==> src/rtl/ttpu_pkg.sv <==
// Shared types for the FP16 tile processing unit: operand type, feeder FSM states
// and the signed-zero test used by the optional zero-skip path.
package ttpu_pkg;

    typedef logic [15:0] fp16_t;

    typedef enum logic [1:0] {
        IDLE,
        ISSUE,
        GAP,
        FIN
    } feeder_state_t;

    // +0 and -0 both count as zero: only the sign bit may be set.
    function automatic logic fp16_is_zero(input fp16_t v);
        return (v[14:0] == 15'd0);
    endfunction

endpackage

==> src/rtl/feeder_operand_buf.sv <==
// Operand pair register file for the MAC feeder: DEPTH entries of {A,B},
// one synchronous write port and one combinational read port.
module feeder_operand_buf #(
    parameter int DEPTH  = 8,
    parameter int DATA_W = 16,
    parameter int AW     = 3
) (
    input  logic              clk,
    input  logic              wr_en,
    input  logic [AW-1:0]     wr_addr,
    input  logic [DATA_W-1:0] wr_a,
    input  logic [DATA_W-1:0] wr_b,
    input  logic [AW-1:0]     rd_addr,
    output logic [DATA_W-1:0] rd_a,
    output logic [DATA_W-1:0] rd_b
);

    logic [2*DATA_W-1:0] mem_q [DEPTH];

    // Contents survive reset; out-of-range writes are silently dropped.
    always_ff @(posedge clk) begin
        if (wr_en && (int'(wr_addr) < DEPTH)) begin
            mem_q[wr_addr] <= {wr_a, wr_b};
        end
    end

    always_comb begin
        rd_a = '0;
        rd_b = '0;
        if (int'(rd_addr) < DEPTH) begin
            rd_a = mem_q[rd_addr][2*DATA_W-1:DATA_W];
            rd_b = mem_q[rd_addr][DATA_W-1:0];
        end
    end

endmodule

==> src/rtl/mac_operand_feeder.sv <==
// Streams a buffered FP16 operand vector into the MAC unit via pe_start/pe_ready.
// Optional macro FEEDER_ZERO_SKIP_EN skips elements whose A or B is +/-0 and adds skip_cnt.
module mac_operand_feeder
    import ttpu_pkg::*;
#(
    parameter int  DEPTH  = 8,
    parameter int  DATA_W = 16,
    localparam int AW     = (DEPTH > 1) ? $clog2(DEPTH) : 1
) (
    input  logic              clk,
    input  logic              reset,
    input  logic              wr_en,
    input  logic [AW-1:0]     wr_addr,
    input  logic [DATA_W-1:0] wr_a,
    input  logic [DATA_W-1:0] wr_b,
    input  logic              go,
    input  logic [AW:0]       len,
    output logic              busy,
    output logic              done,
    output logic [AW-1:0]     elem_idx,
    output logic              pe_start,
    output logic [DATA_W-1:0] pe_a,
    output logic [DATA_W-1:0] pe_b,
    input  logic              pe_ready,
`ifdef FEEDER_ZERO_SKIP_EN
    output logic [AW:0]       skip_cnt,
`endif
    output feeder_state_t     dbg_state_o
);

    localparam logic [AW:0] DEPTH_L = (AW+1)'(DEPTH);

    feeder_state_t     state_q;
    logic [AW-1:0]     idx_q;
    logic [AW:0]       len_q;
    logic              busy_q;
    logic              done_q;
    logic              pe_start_q;
    logic [DATA_W-1:0] pe_a_q;
    logic [DATA_W-1:0] pe_b_q;
`ifdef FEEDER_ZERO_SKIP_EN
    logic [AW:0]       skip_cnt_q;
`endif

    logic              buf_we;
    logic [AW-1:0]     rd_addr;
    logic [DATA_W-1:0] rd_a;
    logic [DATA_W-1:0] rd_b;
    logic [AW:0]       nxt_idx;
    logic [AW:0]       len_clamped;
    logic              elem_skip;

    // Writes are only accepted while no vector is in flight.
    assign buf_we      = wr_en && ((state_q == IDLE) || (state_q == FIN));
    // GAP looks ahead at the element it is about to issue; ISSUE loads its own.
    assign rd_addr     = (state_q == GAP) ? idx_q + 1'b1 : idx_q;
    assign nxt_idx     = {1'b0, idx_q} + 1'b1;
    assign len_clamped = (len > DEPTH_L) ? DEPTH_L : len;

`ifdef FEEDER_ZERO_SKIP_EN
    assign elem_skip = fp16_is_zero(rd_a) || fp16_is_zero(rd_b);
    assign skip_cnt  = skip_cnt_q;
`else
    assign elem_skip = 1'b0;
`endif

    feeder_operand_buf #(
        .DEPTH  (DEPTH),
        .DATA_W (DATA_W),
        .AW     (AW)
    ) u_buf (
        .clk     (clk),
        .wr_en   (buf_we),
        .wr_addr (wr_addr),
        .wr_a    (wr_a),
        .wr_b    (wr_b),
        .rd_addr (rd_addr),
        .rd_a    (rd_a),
        .rd_b    (rd_b)
    );

    // The first ISSUE cycle after go is a load cycle (pe_start still low), so a
    // write landing together with go is visible in element 0.
    always_ff @(posedge clk or posedge reset) begin
        if (reset) begin
            state_q    <= IDLE;
            idx_q      <= '0;
            len_q      <= '0;
            busy_q     <= 1'b0;
            done_q     <= 1'b0;
            pe_start_q <= 1'b0;
            pe_a_q     <= '0;
            pe_b_q     <= '0;
`ifdef FEEDER_ZERO_SKIP_EN
            skip_cnt_q <= '0;
`endif
        end else begin
            done_q <= 1'b0;
            case (state_q)
                IDLE: begin
                    if (go) begin
                        idx_q <= '0;
`ifdef FEEDER_ZERO_SKIP_EN
                        skip_cnt_q <= '0;
`endif
                        if (len != '0) begin
                            len_q   <= len_clamped;
                            busy_q  <= 1'b1;
                            state_q <= ISSUE;
                        end else begin
                            done_q  <= 1'b1;
                            state_q <= FIN;
                        end
                    end
                end
                ISSUE: begin
                    if (!pe_start_q) begin
                        if (elem_skip) begin
`ifdef FEEDER_ZERO_SKIP_EN
                            skip_cnt_q <= skip_cnt_q + 1'b1;
`endif
                            state_q <= GAP;
                        end else begin
                            pe_start_q <= 1'b1;
                            pe_a_q     <= rd_a;
                            pe_b_q     <= rd_b;
                        end
                    end else if (pe_ready) begin
                        pe_start_q <= 1'b0;
                        state_q    <= GAP;
                    end
                end
                GAP: begin
                    if (nxt_idx == len_q) begin
                        busy_q  <= 1'b0;
                        done_q  <= 1'b1;
                        state_q <= FIN;
                    end else begin
                        idx_q <= idx_q + 1'b1;
                        // A skipped element stays in GAP for one cycle and never raises pe_start.
                        if (elem_skip) begin
`ifdef FEEDER_ZERO_SKIP_EN
                            skip_cnt_q <= skip_cnt_q + 1'b1;
`endif
                        end else begin
                            pe_start_q <= 1'b1;
                            pe_a_q     <= rd_a;
                            pe_b_q     <= rd_b;
                            state_q    <= ISSUE;
                        end
                    end
                end
                FIN: begin
                    state_q <= IDLE;
                end
                default: begin
                    state_q <= IDLE;
                end
            endcase
        end
    end

    assign busy        = busy_q;
    assign done        = done_q;
    assign elem_idx    = idx_q;
    assign pe_start    = pe_start_q;
    assign pe_a        = pe_a_q;
    assign pe_b        = pe_b_q;
    assign dbg_state_o = state_q;

endmodule

==> config.mk <==
export PLATFORM = sky130hd
export DESIGN_NAME = mac_operand_feeder
export DESIGN_NICKNAME = d
export VERILOG_FILES = /design/src/rtl/ttpu_pkg.sv /design/src/rtl/feeder_operand_buf.sv /design/src/rtl/mac_operand_feeder.sv
export SDC_FILE = /design/constraint.sdc
export NUM_CORES = 1
export LEC_CHECK = 0
export ABC_AREA = 1
export CORE_ASPECT_RATIO = 0.75
export CORE_MARGIN = 2
export CORE_UTILIZATION = 41
export DETAILED_ROUTE_END_ITERATION = 8
export PLACE_DENSITY = 0.72
export SETUP_SLACK_MARGIN = 0.2
export SYNTH_ARGS = -nofsm -noshare
export SYNTH_HDL_FRONTEND = slang
export SYNTH_HIERARCHICAL = 1
export SYNTH_SLANG_ARGS = --single-unit
==> constraint.sdc <==
create_clock -name clk -period 2.65 [get_ports clk]
set_input_delay 0.53 -clock clk [delete_from_list [all_inputs] [get_ports clk]]
set_output_delay 0.53 -clock clk [all_outputs]
set_load 0.02 [all_outputs]
# == Yosys cells after proc, flatten, opt, wreduce, memory -nomap -nowiden ==
# Memories as Yosys holds them, arrays and structs flattened.
# Index checks and enable logic that the tools add are counted.
# word_totals
word_cells,66
in_bits,44
output_inout_bits,40
ff_bits,44
ramBits,256
memories,1
# mem_list
name,words,width,rd,rd_clocked_by_memory_dff,write_ports,line,source
u_buf.mem_q,8,32,1,0,1,feeder_operand_buf.sv:18,logic [2*DATA_W-1:0] mem_q [DEPTH];
# op_classes
n_reduce_logical,12
n_eq_ne,11
order_cmp,1
add_sub_neg,2
mux,31
# op_table
op,count
two-way mux 16 bit,4
case mux 16 bit (2 select lines),2
AND reduction 3 bit,4
two-way mux 1 bit,11
two-way mux 2 bit,5
"inequality test 2 bit, second input constant",5
two-way mux 3 bit,3
case mux 2 bit (4 select lines),1
case mux 1 bit (2 select lines),3
case mux 3 bit (2 select lines),1
"adder 3 x 1 -> 4 bit, second input constant",1
"equality test 2 bit, second input constant",2
equality test 4 bit,1
"> comparator 4 bit, second input constant",1
two-way mux 4 bit,1
"inequality test 2 x 1 -> 1 bit, second input constant",2
AND reduction 4 bit,1
nonzero test 2 bit,2
nonzero test 4 bit,1
"adder 3 x 1 -> 3 bit, second input constant",1
"equality test 2 x 1 -> 1 bit, second input constant",1
logical NOT 2 bit,1
AND reduction 2 bit,1
logical AND 1 bit,1
logical OR 1 bit,1

# == Depth between registers and ports, before layout ==
# depth
ltp_word,5
mapped_depth,14
ltp_nobuf,12

# == Hierarchy ==
# Netlist, hierarchy kept.
# modules_own_cells
module,cells_per_inst,seq_area_each_um2,area_per_inst_um2,instances
feeder_operand_buf,1124,7687.4,11232.0,1
mac_operand_feeder,242,1101.1,2024.4,1

# == Worst setup path before layout ==
# OpenSTA, ideal clock, no wires.
# synth_path
path_kind,register to register
start,"reg state_q[0], in the netlist dbg_state_o[0]"
end,"mem u_buf/mem_q[1][0] (netlist name), enable pin"
n_path_buf,0
stages_incl_launch_ff,6
t_arrival_ps,2460
required_time_ps,2229
slack_ps,-232
period_less_slack_ps,2882
cell_sequence,dfrtp_1 inv_1 ha_1 nor2_1 nand2_1 nor2_1
# synth_between
elab_chain_len,5
elab_cells_between_ends,6
cone_classes,1 x eq/ne; 2 x mux; 3 x reduce/logical
# synth_lines
item,line,source
from (decl),mac_operand_feeder.sv:33,feeder_state_t state_q;
from (signal assigned),mac_operand_feeder.sv:86,state_q <= IDLE;
from (signal assigned),mac_operand_feeder.sv:109,state_q <= ISSUE;
from (signal assigned),mac_operand_feeder.sv:112,state_q <= FIN;
equality test 2 bit or logical NOT 2 bit (tied branches),mac_operand_feeder.sv:54,assign buf_we = wr_en && ((state_q == IDLE) || (state_q == FIN));
logical OR 1 bit *,mac_operand_feeder.sv:54,
logical AND 1 bit *,mac_operand_feeder.sv:54,
net buf_we,mac_operand_feeder.sv:45,logic buf_we;
two-way mux 1 bit *,feeder_operand_buf.sv:22,if (wr_en && (int'(wr_addr) < DEPTH)) begin
two-way mux 1 bit (implied by the code) *,feeder_operand_buf.sv:23,"mem_q[wr_addr] <= {wr_a, wr_b};"
to (decl),feeder_operand_buf.sv:18,
# The timed path passes the listed nets; every way through them passes the cells marked *.

# == Worst setup path after layout ==
# layout_path
start,"reg state_q[0], in the netlist dbg_state_o[0]"
end,"reg pe_a_q[2], in the netlist pe_a[2]"
# layout_between
elab_chain_len,5
elab_cells_between_ends,11
cone_classes,4 x eq/ne; 4 x mux; 2 x reduce/logical; 1 x memory
# layout_lines
item,line,source
equality test 2 bit *,mac_operand_feeder.sv:56,assign rd_addr = (state_q == GAP) ? idx_q + 1'b1 : idx_q;
two-way mux 3 bit *,mac_operand_feeder.sv:56,
net rd_addr[0],mac_operand_feeder.sv:46,logic [AW-1:0] rd_addr;
memory (8 x 32 bit) *,--,
net rd_a[2],mac_operand_feeder.sv:47,logic [DATA_W-1:0] rd_a;
"two-way mux 16 bit, on equally long branches","mac_operand_feeder.sv:134, mac_operand_feeder.sv:117",
case mux 16 bit (2 select lines) *,mac_operand_feeder.sv:99,case (state_q)
to (signal assigned),mac_operand_feeder.sv:125,pe_a_q <= rd_a;
to (signal assigned),mac_operand_feeder.sv:147,pe_a_q <= rd_a;
to (decl),mac_operand_feeder.sv:39,logic [DATA_W-1:0] pe_a_q;
# The timed path passes the listed nets; every way through them passes the cells marked *. The select of a mux whose other input is x is not followed.
# A chain may end at the register's enable or synchronous reset.

==> run metrics <==
die width=212 microns; number of antenna violations at the first check in global routing=1; worst slew pin tran=0.659 ns; Vias=9087; CP peak stage delay=0.39 ns; drt total wl=30.8 mm; Core Footprint=31500 sq um; # DRC=0; Cells after Synth=1366; num ports=84; Hold Crit Class=input port to async pin; Setup Skew=0.0121 ns; Finished Layout Cells=1878; most frequent cells after synthesis=513 x nand2_1, 281 x inv_1, 256 x edfxtp_1; Synth Register Bits=300; cell mode on critical path=nand2_1; CTS sink cnt=300; GR Overflow Total=0; GR Util met1=24.6%; max-cap violations=0; Port Buffer Count=83; Hold-fix buffers, CTS=0; Antenna Nets Post-Route=0; final setup fails=0; largest net degree at the start of global routing=129; met3 usage=2.87%; Die Ht=160 microns; CTS buffer count=29; CTS clk-pin slew, worst paths=0.06 ns; Clock H-tree levels=1; Synth cell types=23; P&R area growth vs syn=17.9%; GRT busiest layer=met2; syn_nets=1415; Wirelength per Cell=16.4 microns; DRT Pass-1 Iters=5; cts repair resizes=0; most common cell in the synthesized netlist=nand2_1; syn avg cell area=9.70 sq um; Seq/Total Area, Yosys=66.3%; Cells after DPL=1823; critical path launch point type=flop; post-synthesis async set-or-reset flop share=14.7%; clock tree buffer depth=3; NumNets Final=1499; endpoint class of the critical path=flop; Synth top area share=58.0%; Fmax=0.443 GHz; fin crit period=2.26 ns; first-pass GRT wire length=47.0 mm; yosys warns=6; gr usage total=17.8%; synthesized area=13300 sq um; Core Rows=56; Max Slew Vio Count=0; total die area=33800 sq um; initial core utilization=42.0%; worst path arrival time=2.68 ns; PD cells=1140 nW/um^2; worst-path fanout max=64; Util after Layout=49.6%; Hold Vio Cnt, Final=0; Peak VDD IR=745 uV; latest clock arrival within the worst-skew pair=0.55 ns; unrepaired setup endpoints after global routing=false; Leakage Power=7.10 nW; Top Family by Delay on Critical Path=buffers and inverters; Rel. slew slack=56.0%; via density per instance=4.84; met2 GRT Util=29.2%; number of synthesized flops with an enable pin=256; status=finished, final reports clean; Crit Path Category=flop to flop; Synth area leaders=edfxtp_1 58%, nand2_1 15%, dfrtp_1 8.3%; largest area contributor in the netlist=edfxtp_1; Main synth FF type=edfxtp_1; post-CTS setup buffers=0; Crit-path slowest cell=dfrtp_1; vias in the first global route=8589; DRT iter0 DRCs=786; final period utilization=85.1%; CTS Root Cell=clkbuf_16; Antenna Cells=0; CTS tree=built; GP Congestion=0.789; Cell Chain, Critical Path=inv_1 -> ha_1 -> ha_1 -> clkinv_2 -> buf_16 -> nand2_1 -> nand3_1 -> nand2_1 -> nand2_1 -> nand2_1 -> nand3_1 -> nand2_1; WP data required=3.08 ns; layout cells sized above 1=5.64%; Buffers & Inverters on Critical Path=3; Final HPWL DP=16.6 mm
## sequential cells by signal, summed over array words and instances, names as in the netlist
name,cells
busy,1
dbg_state_o,2
done,1
elem_idx,3
len_q,4
pe_a,16
pe_b,16
pe_start,1
u_buf/mem_q,256
## report_power, final
part           internal, W  switching (W)
clock network      0.00228        0.00165
registers          0.00569       0.000294
logic              0.00272        0.00515
## area by class of cell
class | instances | area [sq um]
Multi-Input combinational cell | 725 | 3120
Clock buffer | 47 | 813
Timing Repair Buffer | 111 | 1250
Fill cell | 2748 | 15900
Inverter | 283 | 1080
Tap cell | 406 | 508
Clock inverter | 6 | 81.3
Sequential cell | 300 | 8790
## metal layers
layer  routed length, microns  vias to the layer above
li1                         -                     4420
met1                    13100                     4283
met2                    14800                      327
met3                     2170                       55
met4                      644                        2
met5                       13                        -
## placed cells by master, fill, tap and decap left out
master | Yosys | layout
o211ai_1 | 1 | 1
clkbuf_8 | 0 | 2
buf_4 | 5 | 14
nand3_4 | 1 | 1
dfrtp_1 | 44 | 44
edfxtp_1 | 256 | 256
o21ai_4 | 0 | 1
clkinv_8 | 0 | 1
nor3_1 | 1 | 1
buf_12 | 0 | 9
nor2_1 | 16 | 8
nor2_2 | 2 | 2
nand2_4 | 1 | 1
clkbuf_16 | 0 | 31
nand3_1 | 164 | 164
a31oi_1 | 1 | 1
bufinv_16 | 0 | 2
o21ai_0 | 13 | 11
clkinv_1 | 0 | 1
inv_1 | 281 | 279
clkbuf_1 | 8 | 16
inv_2 | 2 | 2
clkinv_2 | 0 | 3
a21oi_1 | 5 | 5
nor2_4 | 0 | 8
o22ai_1 | 1 | 1
clkinvlp_4 | 0 | 1
a21oi_4 | 0 | 1
nand2_1 | 513 | 513
o21ai_2 | 0 | 1
clkdlybuf4s50_1 | 0 | 83
ha_1 | 5 | 5
buf_16 | 0 | 3
## metrics by stage
step / power, W / area (sq um) / setup TNS (ns) / worst slack, ns / hold WS, ns
global route: 0.0190 / 15600 / 0 / 0.227 / 0.432
global placement: 0.0133 / 14700 / 0 / 0.458 / 0.459
detailed placement: 0.0135 / 14700 / 0 / 0.339 / 0.462
finish: 0.0178 / 15600 / 0 / 0.394 / 0.399
floorplan: 0.0115 / 13300 / -51.29 / -0.232 / 0.475
CTS: 0.0175 / 15500 / 0 / 0.300 / 0.418
## cell families after synthesis
logic type               after synthesis  share of synthesized area (%)
AND/OR/NAND/NOR                      698                           21.5
buffers and inverters                341                           10.8
flip-flops                           300                           66.3
AO/OA/AOI/OAI                         22                          0.897
adder cells (fa/ha/maj)                5                          0.472
## worst reg2reg max path, stage by stage, from the launching register on
cell and delay [ns]:
dfrtp_1 0.39, inv_1 0.11, ha_1 0.28, ha_1 0.29, clkinv_2 0.17, buf_16 0.32, nand2_1 0.15, nand3_1 0.13
nand2_1 0.07, nand2_1 0.06, nand2_1 0.05, nand3_1 0.07, nand2_1 0.05
## final timing paths
path / start / cells after the start / endpoint / slack [ns]
worst max-delay path: dbg_state_o[0]$_DFFE_PP0P_ / 12 / pe_a[2]$_DFFE_PP0P_ / 0.39
worst min-delay path: reset / 2 / pe_a[8]$_DFFE_PP0P_ / 0.40
min in group clk: pe_a[1]$_DFFE_PP0P_ / 2 / pe_a[1]$_DFFE_PP0P_ / 0.47
worst max register to register: dbg_state_o[0]$_DFFE_PP0P_ / 12 / pe_a[2]$_DFFE_PP0P_ / 0.39
max in group asynchronous: reset / 3 / elem_idx[0]$_DFFE_PP0P_ / 1.59
worst min register to register: pe_a[1]$_DFFE_PP0P_ / 2 / pe_a[1]$_DFFE_PP0P_ / 0.47
(Power assumes the default switching activity.)
